===== config.mk =====
export PLATFORM = sky130hd
export DESIGN_NAME = stage_a
export DESIGN_NICKNAME = d
export VERILOG_FILES = /design/src/rtl/stage_a.sv
export SDC_FILE = /design/constraint.sdc
export NUM_CORES = 1
export LEC_CHECK = 0
export ABC_AREA = 1
export CORE_ASPECT_RATIO = 0.6
export CORE_MARGIN = 2
export CORE_UTILIZATION = 54
export DETAILED_ROUTE_END_ITERATION = 10
export PLACE_DENSITY = 0.9
export SYNTH_ARGS = -nofsm -noshare
export SYNTH_HDL_FRONTEND = slang
export SYNTH_SLANG_ARGS = --single-unit

===== constraint.sdc =====
create_clock -name clk -period 6.95 [get_ports clk]
set_clock_uncertainty 0.1 [all_clocks]
set_input_delay 1.39 -clock clk [delete_from_list [all_inputs] [get_ports clk]]
set_output_delay 1.39 -clock clk [all_outputs]
set_load 0.03 [all_outputs]

===== src/rtl/stage_a.sv =====
// stage_a -- input stage of a DSP slice: A/B/D/C/opmode/carry pipeline
// registers, an optional D+/-B pre-adder, an unsigned 18x18 multiplier
// and the X/Z operand muxes feeding the downstream add/sub stage.
//
// Build option: define STAGE_A_PREADD_EN to include the pre-adder
// (opmode[4] enables it, opmode[6] selects D-B instead of D+B).
// Without it, B1 always takes the B0 value. The D register and D port
// stay in place because the X mux concat still uses them.
//
// Ports:
//   clk, rst_n        clock, synchronous active-low reset (clears all regs)
//   A, B, D           18-bit operands (B/D also feed the pre-adder)
//   C, PCIN, P        48-bit Z-mux sources (P also feeds the X mux)
//   CARRYIN           external carry
//   opmode            mode word: [1:0] X sel, [3:2] Z sel, [4] pre-add,
//                     [5] carry, [6] pre-sub, [7] add/sub downstream
//   CE*               per-register clock enables
//   outOfX, outOfZ    X/Z operands to the downstream stage
//   outOfCYI          carry-in to the downstream stage
//   opmode_out        registered/bypassed opmode
//   M_out             multiplier result
//   BCOUT             B1-stage value
module stage_a #(
  parameter int unsigned A0REG      = 0,
  parameter int unsigned A1REG      = 1,
  parameter int unsigned B0REG      = 0,
  parameter int unsigned B1REG      = 1,
  parameter int unsigned CREG       = 1,
  parameter int unsigned DREG       = 1,
  parameter int unsigned MREG       = 1,
  parameter int unsigned OPMODEREG  = 1,
  parameter int unsigned CARRYINREG = 1,
  parameter string       CARRYINSEL = "OPMODE5"
) (
  input  logic        clk,
  input  logic        rst_n,
  input  logic [17:0] A,
  input  logic [17:0] B,
  input  logic [17:0] D,
  input  logic [47:0] C,
  input  logic [47:0] PCIN,
  input  logic [47:0] P,
  input  logic        CARRYIN,
  input  logic [7:0]  opmode,
  input  logic        CEA,
  input  logic        CEB,
  input  logic        CEC,
  input  logic        CED,
  input  logic        CEM,
  input  logic        CEOPMODE,
  input  logic        CECARRYIN,
  output logic [47:0] outOfX,
  output logic [47:0] outOfZ,
  output logic        outOfCYI,
  output logic [7:0]  opmode_out,
  output logic [35:0] M_out,
  output logic [17:0] BCOUT
);

  // Carry source decode: 1 = opmode[5], 2 = CARRYIN, 0 = constant 0.
  localparam logic [1:0] CY_SRC = (CARRYINSEL == "OPMODE5") ? 2'd1 :
                                  (CARRYINSEL == "CARRYIN") ? 2'd2 : 2'd0;

  logic [17:0] a0_q, a1_q, b0_q, b1_q, d_q;
  logic [47:0] c_q;
  logic [35:0] m_q;
  logic [7:0]  op_q;
  logic        cy_q;

  // Stage values: register output when the stage is enabled, else its input.
  logic [17:0] a0_v, a1_v, b0_v, b1_v, d_v;
  logic [47:0] c_v;
  logic [35:0] m_v;
  logic [7:0]  op_v;
  logic        cy_v;

  logic [17:0] b1_d;
  logic [35:0] m_d;
  logic        cy_d;

  always_comb begin
    a0_v = (A0REG      != 0) ? a0_q : A;
    a1_v = (A1REG      != 0) ? a1_q : a0_v;
    b0_v = (B0REG      != 0) ? b0_q : B;
    d_v  = (DREG       != 0) ? d_q  : D;
    c_v  = (CREG       != 0) ? c_q  : C;
    op_v = (OPMODEREG  != 0) ? op_q : opmode;
  end

  // Pre-adder select comes from the post-register opmode like every other mux.
  always_comb begin
    b1_d = b0_v;
`ifdef STAGE_A_PREADD_EN
    if (op_v[4]) begin
      b1_d = op_v[6] ? (d_v - b0_v) : (d_v + b0_v);
    end
`endif
  end

  always_comb begin
    b1_v = (B1REG != 0) ? b1_q : b1_d;
    m_d  = {18'b0, a1_v} * {18'b0, b1_v};
    m_v  = (MREG != 0) ? m_q : m_d;
  end

  always_comb begin
    cy_d = 1'b0;
    case (CY_SRC)
      2'd1:    cy_d = op_v[5];
      2'd2:    cy_d = CARRYIN;
      default: cy_d = 1'b0;
    endcase
    cy_v = (CARRYINREG != 0) ? cy_q : cy_d;
  end

  always_ff @(posedge clk) begin
    if (!rst_n) begin
      a0_q <= '0;
      a1_q <= '0;
      b0_q <= '0;
      b1_q <= '0;
      d_q  <= '0;
      c_q  <= '0;
      m_q  <= '0;
      op_q <= '0;
      cy_q <= 1'b0;
    end else begin
      if (CEA) begin
        a0_q <= A;
        a1_q <= a0_v;
      end
      if (CEB) begin
        b0_q <= B;
        b1_q <= b1_d;
      end
      if (CED)       d_q  <= D;
      if (CEC)       c_q  <= C;
      if (CEM)       m_q  <= m_d;
      if (CEOPMODE)  op_q <= opmode;
      if (CECARRYIN) cy_q <= cy_d;
    end
  end

  always_comb begin
    outOfX = '0;
    case (op_v[1:0])
      2'd0:    outOfX = '0;
      2'd1:    outOfX = {12'b0, m_v};
      2'd2:    outOfX = P;
      default: outOfX = {d_v[11:0], a1_v, b1_v};
    endcase
  end

  always_comb begin
    outOfZ = '0;
    case (op_v[3:2])
      2'd0:    outOfZ = '0;
      2'd1:    outOfZ = PCIN;
      2'd2:    outOfZ = P;
      default: outOfZ = c_v;
    endcase
  end

  assign outOfCYI   = cy_v;
  assign opmode_out = op_v;
  assign M_out      = m_v;
  assign BCOUT      = b1_v;

endmodule


# ---- Word level (Yosys, flattened, before mapping)
# Cells that the tools add are included.
dict set report word_totals {
  ff_bits 141
  in_bits 216
}
dict set report op_classes {
  multipliers 1
  eq_ne 4
  n_mux 2
  n_reduce_logical 2
}
# cell count
set op_table {}
lappend op_table {{case mux 48 bit (3 select lines)} 2}
lappend op_table {{multiplier 18 x 18 -> 36 bit} 1}
lappend op_table {{equality test 2 x 1 -> 1 bit, second input constant} 2}
lappend op_table {{equality test 2 bit, second input constant} 2}
lappend op_table {{logical NOT 2 bit} 2}

# ---- Longest topological paths before layout
# Gate-level depths: netlist of the first run.
dict set report depth {
  depth_word 2
  mapped_depth 28
  depth_no_buf 27
}

# ---- Worst setup path after synthesis of the first run
# No wires, ideal clock.
dict set report synth_path {
  path_type {register to register}
  startpoint {register b1_q[9] (netlist: BCOUT[9])}
  endpoint {register m_q[17] (netlist: M_out[17])}
  setup_ps 115
  arrival_time_ps 5203
  t_required_ps 6735
  slack_ps 1532
  stages_incl_launch_ff 22
  period_less_slack_ps 5418
  path_cell_list {dfxtp_1 -> clkbuf_1 -> nand2_1 -> fa_1 -> inv_1 -> fa_1 -> inv_1 -> fa_1 -> inv_1 -> fa_1 -> fa_1 -> inv_1 -> fa_1 -> inv_1 -> ha_1 -> nand2_2 -> inv_1 -> a21oi_1 -> nand3_2 -> xor2_1 -> o21ai_0 -> inv_1}
}
dict set report synth_via {
  elab_chain_cells 1
}
# item line_no
set synth_lines {}
lappend synth_lines {{start, declared} 64} ;# logic [17:0] a0_q, a1_q, b0_q, b1_q, d_q;
lappend synth_lines {{start signal, assigned} 121} ;# b1_q <= '0;
lappend synth_lines {{start signal, assigned} 134} ;# b1_q <= b1_d;
lappend synth_lines {{multiplier 18 x 18 -> 36 bit} 102} ;# m_d = {18'b0, a1_v} * {18'b0, b1_v};
lappend synth_lines {{end signal, assigned} 138} ;# if (CEM) m_q <= m_d;
lappend synth_lines {{end, declared} 66} ;# logic [35:0] m_q;
# Every way passes these cells.
# A chain may end at the register's enable or synchronous reset.

# ---- Final worst setup path of the first run
dict set report layout_path {
  startpoint {register a1_q[6]}
  endpoint {register m_q[32] (netlist: M_out[32])}
}
dict set report layout_via {
  elab_chain_cells 1
}
# item line_no
set layout_lines {}
lappend layout_lines {{start, declared} 64}
lappend layout_lines {{start signal, assigned} 130} ;# a1_q <= a0_v;
lappend layout_lines {{multiplier 18 x 18 -> 36 bit} 102}
# Every way passes these cells.

==> results of run 1 <==
[layer usage]
layer	global-route usage, %	routed length, um	up-vias
met5	0	0	-
met4	18.4	3490	0
met3	8.68	7440	200
met2	59.4	29500	1197
met1	51.6	26600	8723
li1	-	-	8444
[cell families (layout without fill, tap and decap cells)]
group / Yosys count / in the layout / share of synthesized area [%]
other: 0 / 2 / 0
AND/OR/NAND/NOR: 1252 / 1252 / 27.1
XOR/XNOR: 17 / 17 / 0.816
buffers and inverters: 762 / 1073 / 16.0
AO/OA/AOI/OAI: 171 / 171 / 5.03
adder cells (fa/ha/maj): 366 / 366 / 35.6
flip-flops: 141 / 141 / 15.5
[registers in the layout (all words and copies together), names as in the netlist]
name	count
outOfCYI	1
d_q	12
c_q	48
opmode_out	8
BCOUT	18
a1_q	18
M_out	36
[report_power, final]
group	total, mW	internal, mW	switching, mW	leakage (nW)
sequential	1.02	0.888	0.134	1.17
combinational	2.12	0.810	1.31	11.3
clock	0.927	0.503	0.424	0.270
[final timing paths]
path	from	end	slack (ns)
min reg2reg	opmode_out[5]	outOfCYI	0.38
min	opmode_out[5]	outOfCYI	0.38
max reg2reg	a1_q[6]	M_out[32]	0.80
max	a1_q[6]	M_out[32]	0.80
[cell usage after synthesis]
cell           count
buf_6              1
nor2_4             1
nor3_2             1
xor2_1            12
ha_1             110
nand2_1          796
dfxtp_1          141
inv_1            618
buf_2             19
a21o_1             1
nor2_2             3
o21ai_1            4
a22o_1            12
nor2_1           310
buf_4              1
nand3_2            6
buf_1              3
o211ai_1           1
fa_1             256
a21oi_2            1
clkbuf_1         113
a21oi_1           26
o21bai_1           3
and2_1             1
nand4_1            4
o21ai_0          123
inv_2              2
clkinv_1           2
xnor2_1            5
dlygate4sd1_1      2
nand2_2            8
nand3_1          122
clkbuf_8           1
[worst reg2reg max path, delay by kind of cell (launching register included)]
kind,cells,cell delay [ns]
flops,1,0.73
fa+ha+maj,7,3.34
buf+inv,7,0.74
simple gates,9,1.09
[final cells by class]
class | instances | area share, %
diodes | 2 | 0.0219
clock buffers | 19 | 1.94
clock inverters | 12 | 0.492
inverters | 622 | 10.2
multi-input cells | 1806 | 54.7
flip-flops and latches | 141 | 12.3
well taps | 459 | 2.51
repair buffers | 420 | 17.8
==> key figures, run 1 <==
Clocking
  • Skew-Pair Late Insertion Delay: 0.46 ns
  • Num CTS Buffers: 17
  • Post-CTS sizing: 0
  • Worst-path clk slew: 0.08 ns
  • H-tree depth: 4
  • Clock Tree Buf Depth: 2
  • Clock sink count: 141
  • CTS tree: done
  • Post-CTS Setup Bufs: 0
  • Root Buffer: clkbuf_16
  • Hold-fix buffers, CTS: 0

Critical path
  • Worst Path Required: 7.20 ns
  • Levels on crit path: 23
  • Worst Path Buf+Inv: 7
  • CP delay by family, top: adder cells
  • CP Capture Type: flop
  • CP max stage delay: 0.73 ns
  • Crit Path Class: reg2reg
  • Slowest-stage cell, CP: dfxtp_1
  • Crit path max fanout: 12
  • Worst-path cell chain: buf_4 > nand2_1 > inv_1 > fa_1 > inv_1 > fa_1 > fa_1 > fa_1 > inv_1 > fa_1 > inv_1 > fa_1 > inv_1 > ha_1 > nand2_2 > nor2_1 > nand3_1 > nand3_2 > nand2_1 > nand3_1 > nand3_1 > nand2_1 > inv_1
  • Reg2reg path depth: 23
  • Worst Setup Start Kind: flop
  • Crit path DAT: 6.40 ns

Placed design
  • HPWL after DPL: 53,900 um
  • Worst slack at placement: 0.960 ns
  • Post-DP Area: 0.0223 sq mm
  • Global placement routability congestion: 1.00
  • Input/output buffers: 367
  • Cells after DPL: 3,448

Finish
  • Layout cells sized above 1: 3.64%
  • Post-layout util: 68.3%
  • Commonest non-fill, non-tap cell in the layout: nand2_1
  • Finished Layout Cells: 3,481
  • Area Growth Syn to Fin: 25.4%
  • Fill cell count: 2,769
  • Highest-count cells in the layout ignoring fill and taps: 796 x nand2_1, 618 x inv_1, 365 x clkdlybuf4s50_1
  • NumNets Final: 3,590
  • FF+latch area: 0.00282 sq mm
  • Footprint of the multi-input gates: 0.0125 sq mm
  • Design Area, Final: 0.0229 sq mm

Detailed routing
  • Via count: 18,564
  • Via density: 5.33
  • First DRT Iteration DRCs: 1,963
  • Residual DRC: 0
  • First-pass DRT Iterations: 7
  • Antenna viol nets, final: 0
  • Routed WL per cell: 19.3 um
  • Wirelength, routed: 67,000 um

Synth
  • Yosys reg bits: 141
  • Synth area leader: fa_1
  • Synth warnings: 0
  • Synth area leaders: fa_1 28%, nand2_1 16%, dfxtp_1 15%
  • Seq/Total Area, Yosys: 15.5%
  • Share of the synthesized area in the top cell type: 28.1%
  • Post-Synthesis Cells: 2,709
  • Avg Cell Area, Syn: 6.74 sq um
  • Synthesized cell area: 0.0182 sq mm
  • Netlist cell types: 33
  • Mapped Nets: 3,291

Die
  • Chip width: 241 um
  • Initial Utilization: 54.5%
  • Die area: 0.0353 sq mm
  • Row Count: 52
  • Area of the core: 0.0335 sq mm
  • Die Y: 146 um
  • IO Pins: 375

Run
  • Max-cap violations: 0

Global routing
  • Vias in the first global route: 18,498
  • Gr usage total: 38.5%
  • First-pass GRT wire length: 102,000 um
  • Largest net degree at the start of global routing: 81
  • Antenna violations before repair: 2
  • Total gr overflow: 0

Power
  • PwrDens: 178 mW/mm^2
  • Overall Power: 4.07 mW
  • Static Leak: 12.7 nW
  • Peak VDD IR: 0.000232 V

STA
  • RSZ-0062 raised after global routing: no
  • Tcrit/Tclk final: 88.5%
  • Final setup viols: 0
  • Slew HR: 33.6%
  • Period minus WS final: 6.15 ns
  • Tightest Pin Transition: 0.994 ns
  • Final Hold Vio Count: 0
  • Post-route setup slack: 0.797 ns
  • Min Hold Slack: 0.384 ns
  • F_max: 0.163 GHz
  • Slew Limit Fails: 0
  • Setup_tns: 0 ns

Worst hold path
  • Hold Crit Depth: 2
  • HP Class: reg2reg

Outcome
  • Status: finished, final reports clean
Power figures use the tool's default switching activity.
==> run 2, diff against run 1 <==
CORE_UTILIZATION = 49   (was 54)
PLACE_DENSITY = 0.86   (was 0.9)
clock period = 5 ns   (was 6.95 ns; I/O delays follow)
==> key figures, run 2 (synthesized netlist as in run 1, its figures left out) <==
Clocking
  • Hold-fix buffers, CTS: 0 (unchanged)
  • CTS tree: done (unchanged)
  • Worst-path clk slew: 0.07 ns (was 0.08 ns)
  • Num CTS Buffers: 17 (unchanged)
  • H-tree depth: 4 (unchanged)
  • Clock Tree Buf Depth: 2 (unchanged)
  • Clock sink count: 141 (unchanged)
  • Skew-Pair Late Insertion Delay: 0.47 ns (was 0.46 ns)
  • Root Buffer: clkbuf_16 (unchanged)

Critical path
  • R2R setup slack: -0.40 ns (was 0.80 ns)
  • CP max stage delay: 0.60 ns (was 0.73 ns)
  • Crit path max fanout: 6 (was 12)
  • Cell mode on critical path: fa_1
  • Crit Path Class: reg2reg (unchanged)
  • Worst setup path startpoint: BCOUT[3] (was a1_q[6])
  • Worst Path Required: 5.26 ns (was 7.20 ns)
  • CP Capture Type: flop (unchanged)
  • Worst Setup Start Kind: flop (unchanged)
  • Levels on crit path: 22 (was 23)
  • Crit path DAT: 5.66 ns (was 6.40 ns)
  • Reg2reg path depth: 22 (was 23)
  • CP endpoint: M_out[31] (was M_out[32])
  • Worst flop-to-flop path endpoint: M_out[31] (was M_out[32])
  • Slowest-stage cell, CP: fa_1 (was dfxtp_1)
  • Worst-path cell chain: buf_6 > nand2_1 > fa_1 > fa_1 > fa_1 > inv_1 > fa_1 > fa_1 > inv_1 > fa_1 > inv_2 > ha_4 > nand2_4 > nor2_2 > buf_4 > nand2_1 > nor2_2 > nand2_2 > nand4_1 > nand3_1 > nand2_1 > inv_1 (was buf_4 > nand2_1 > inv_1 > fa_1 > inv_1 > fa_1 > fa_1 > fa_1 > inv_1 > fa_1 > inv_1 > fa_1 > inv_1 > ha_1 > nand2_2 > nor2_1 > nand3_1 > nand3_2 > nand2_1 > nand3_1 > nand3_1 > nand2_1 > inv_1)
  • CP delay by family, top: adder cells (unchanged)
  • Worst Path Buf+Inv: 6 (was 7)
  • R2r startpoint: BCOUT[3] (was a1_q[6])

Placed design
  • Global placement routability congestion: 1.01 (was 1.00)
  • HPWL after DPL: 54,800 um (was 53,900 um)
  • Input/output buffers: 367 (unchanged)
  • Worst slack at placement: -0.489 ns (was 0.960 ns)
  • Post-DP Area: 0.0234 sq mm (was 0.0223 sq mm)

Die
  • IO Pins: 375 (unchanged)
  • Row Count: 54 (was 52)
  • Chip width: 253 um (was 241 um)
  • Area of the core: 0.0365 sq mm (was 0.0335 sq mm)
  • Die Y: 153 um (was 146 um)
  • Die area: 0.0389 sq mm (was 0.0353 sq mm)
  • Initial Utilization: 50.0% (was 54.5%)

Detailed routing
  • First-pass DRT Iterations: 8 (was 7)
  • First DRT Iteration DRCs: 2,084 (was 1,963)
  • Routed WL per cell: 19.7 um (was 19.3 um)
  • Residual DRC: 0 (unchanged)
  • Via count: 19,400 (was 18,564)
  • Wirelength, routed: 71,400 um (was 67,000 um)
  • Antenna viol nets, final: 0 (unchanged)
  • Via density: 5.34 (was 5.33)

STA
  • Slew Limit Fails: 0 (unchanged)
  • Tightest Pin Transition: 0.889 ns (was 0.994 ns)
  • Final setup viols: 23 (was 0)
  • Final Hold Vio Count: 0 (unchanged)
  • Post-route setup slack: -0.400 ns (was 0.797 ns)
  • Slew HR: 40.6% (was 33.6%)
  • Tcrit/Tclk final: 108% (was 88.5%)
  • F_max: 0.185 GHz (was 0.163 GHz)
  • Min Hold Slack: 0.386 ns (was 0.384 ns)
  • Period minus WS final: 5.40 ns (was 6.15 ns)
  • RSZ-0062 raised after global routing: yes (was no)

Global routing
  • Antenna violations before repair: 2 (unchanged)
  • Total gr overflow: 0 (unchanged)
  • Vias in the first global route: 19,611 (was 18,498)
  • Gr usage total: 36.3% (was 38.5%)
  • First-pass GRT wire length: 108,000 um (was 102,000 um)
  • Largest net degree at the start of global routing: 62 (was 81)

Finish
  • Post-layout util: 69.1% (was 68.3%)
  • Layout cells sized above 1: 14.2% (was 3.64%)
  • Highest-count cells in the layout ignoring fill and taps: 731 x nand2_1, 588 x inv_1, 365 x clkdlybuf4s50_1 (was 796 x nand2_1, 618 x inv_1, 365 x clkdlybuf4s50_1)
  • Area Growth Syn to Fin: 38.2% (was 25.4%)
  • Biggest register: c_q (unchanged)
  • NumNets Final: 3,723 (was 3,590)
  • Max FFs per register: 48 (unchanged)
  • Commonest non-fill, non-tap cell in the layout: nand2_1 (unchanged)
  • Design Area, Final: 0.0252 sq mm (was 0.0229 sq mm)

Run
  • Max-cap violations: 0 (unchanged)

Power
  • Static Leak: 13.7 nW (was 12.7 nW)
  • PwrDens: 274 mW/mm^2 (was 178 mW/mm^2)
  • Peak VDD IR: 0.000297 V (was 0.000232 V)
  • Overall Power: 6.92 mW (was 4.07 mW)

Worst hold path
  • HP Class: reg2reg (unchanged)
  • Hold Crit Start: opmode_out[5] (unchanged)

Outcome
  • Status: complete, but fails checks (was finished, final reports clean)
  • Failing checks: negative setup slack
==> run 2: changes by cell type in the layout (fill, tap and decap cells not counted), moves of 14 or more <==
cell     previous run  this run
dfxtp_4             0        18
inv_2               2        32
buf_4              54       150
buf_6               0        14
ha_1              110        83
ha_4                0        21
nand2_1           796       731
nand2_2             8        52
inv_1             618       588
buf_12              0        21
dfxtp_1           141       111
nand2_4             0        20
nor2_1            307       289
==> run 2: how the worst min path moves through the flow <==
stage | end | slack (ns) | depth (start not counted)
after detailed placement | outOfCYI | 0.38 | 2
after floorplan | c_q[0] | 0.36 | 2
after global routing | outOfCYI | 0.41 | 2
after global placement | opmode_out[5] | 0.35 | 2
final | outOfCYI | 0.39 | 2
after CTS | outOfCYI | 0.39 | 2
==> run 2: worst register-to-register path: stages, from the launching register on <==
cell	delay [ns]
dfxtp_4	0.44
buf_6	0.17
nand2_1	0.08
fa_1	0.49
fa_1	0.50
fa_1	0.60
inv_1	0.07
fa_1	0.47
fa_1	0.52
inv_1	0.06
fa_1	0.53
inv_2	0.05
ha_4	0.32
nand2_4	0.08
nor2_2	0.11
buf_4	0.15
nand2_1	0.08
nor2_2	0.10
nand2_2	0.09
nand4_1	0.08
nand3_1	0.09
nand2_1	0.09
inv_1	0.04
==> run 2: per-stage QoR <==
stage,cells,TNS (ns)
floorplan,2709,0
finish,3631,-6.95
detailed placement,3569,-8.51
global route,3631,-11.09
CTS,3613,-4.90
global placement,3569,-6.53
==> run 2: area by class of cell <==
class	count	area (sq um)
inverters	622	2330
flip-flops and latches	141	2910
multi-input cells	1806	13400
repair buffers	553	5390
clock buffers	18	439
well taps	476	596
fillers	2777	11300
diodes	1	2.50
clock inverters	14	190
==> run 2: routing by layer <==
layer	up-vias	track usage [%]	wire length, um
li1	8722	-	-
met2	1184	57.4	32500
met4	2	16.8	3610
met3	236	7.97	7980
met1	9256	47.6	27300
met5	-	0	12
==> run 2: what timing repair did <==
item                                    in CTS  in global routing
endpoints found under the setup margin      26                 27
gates cloned                                 0                  0
resized for setup                          158                107
pin swaps                                   56                 60
setup buffers                               12                 17
==> run 2: power by group <==
group          total [mW]  internal [mW]  leakage [nW]  switching (mW)
clock                1.43          0.779         0.310           0.647
combinational        4.11           1.76          12.2            2.36
sequential           1.38           1.23          1.19           0.143
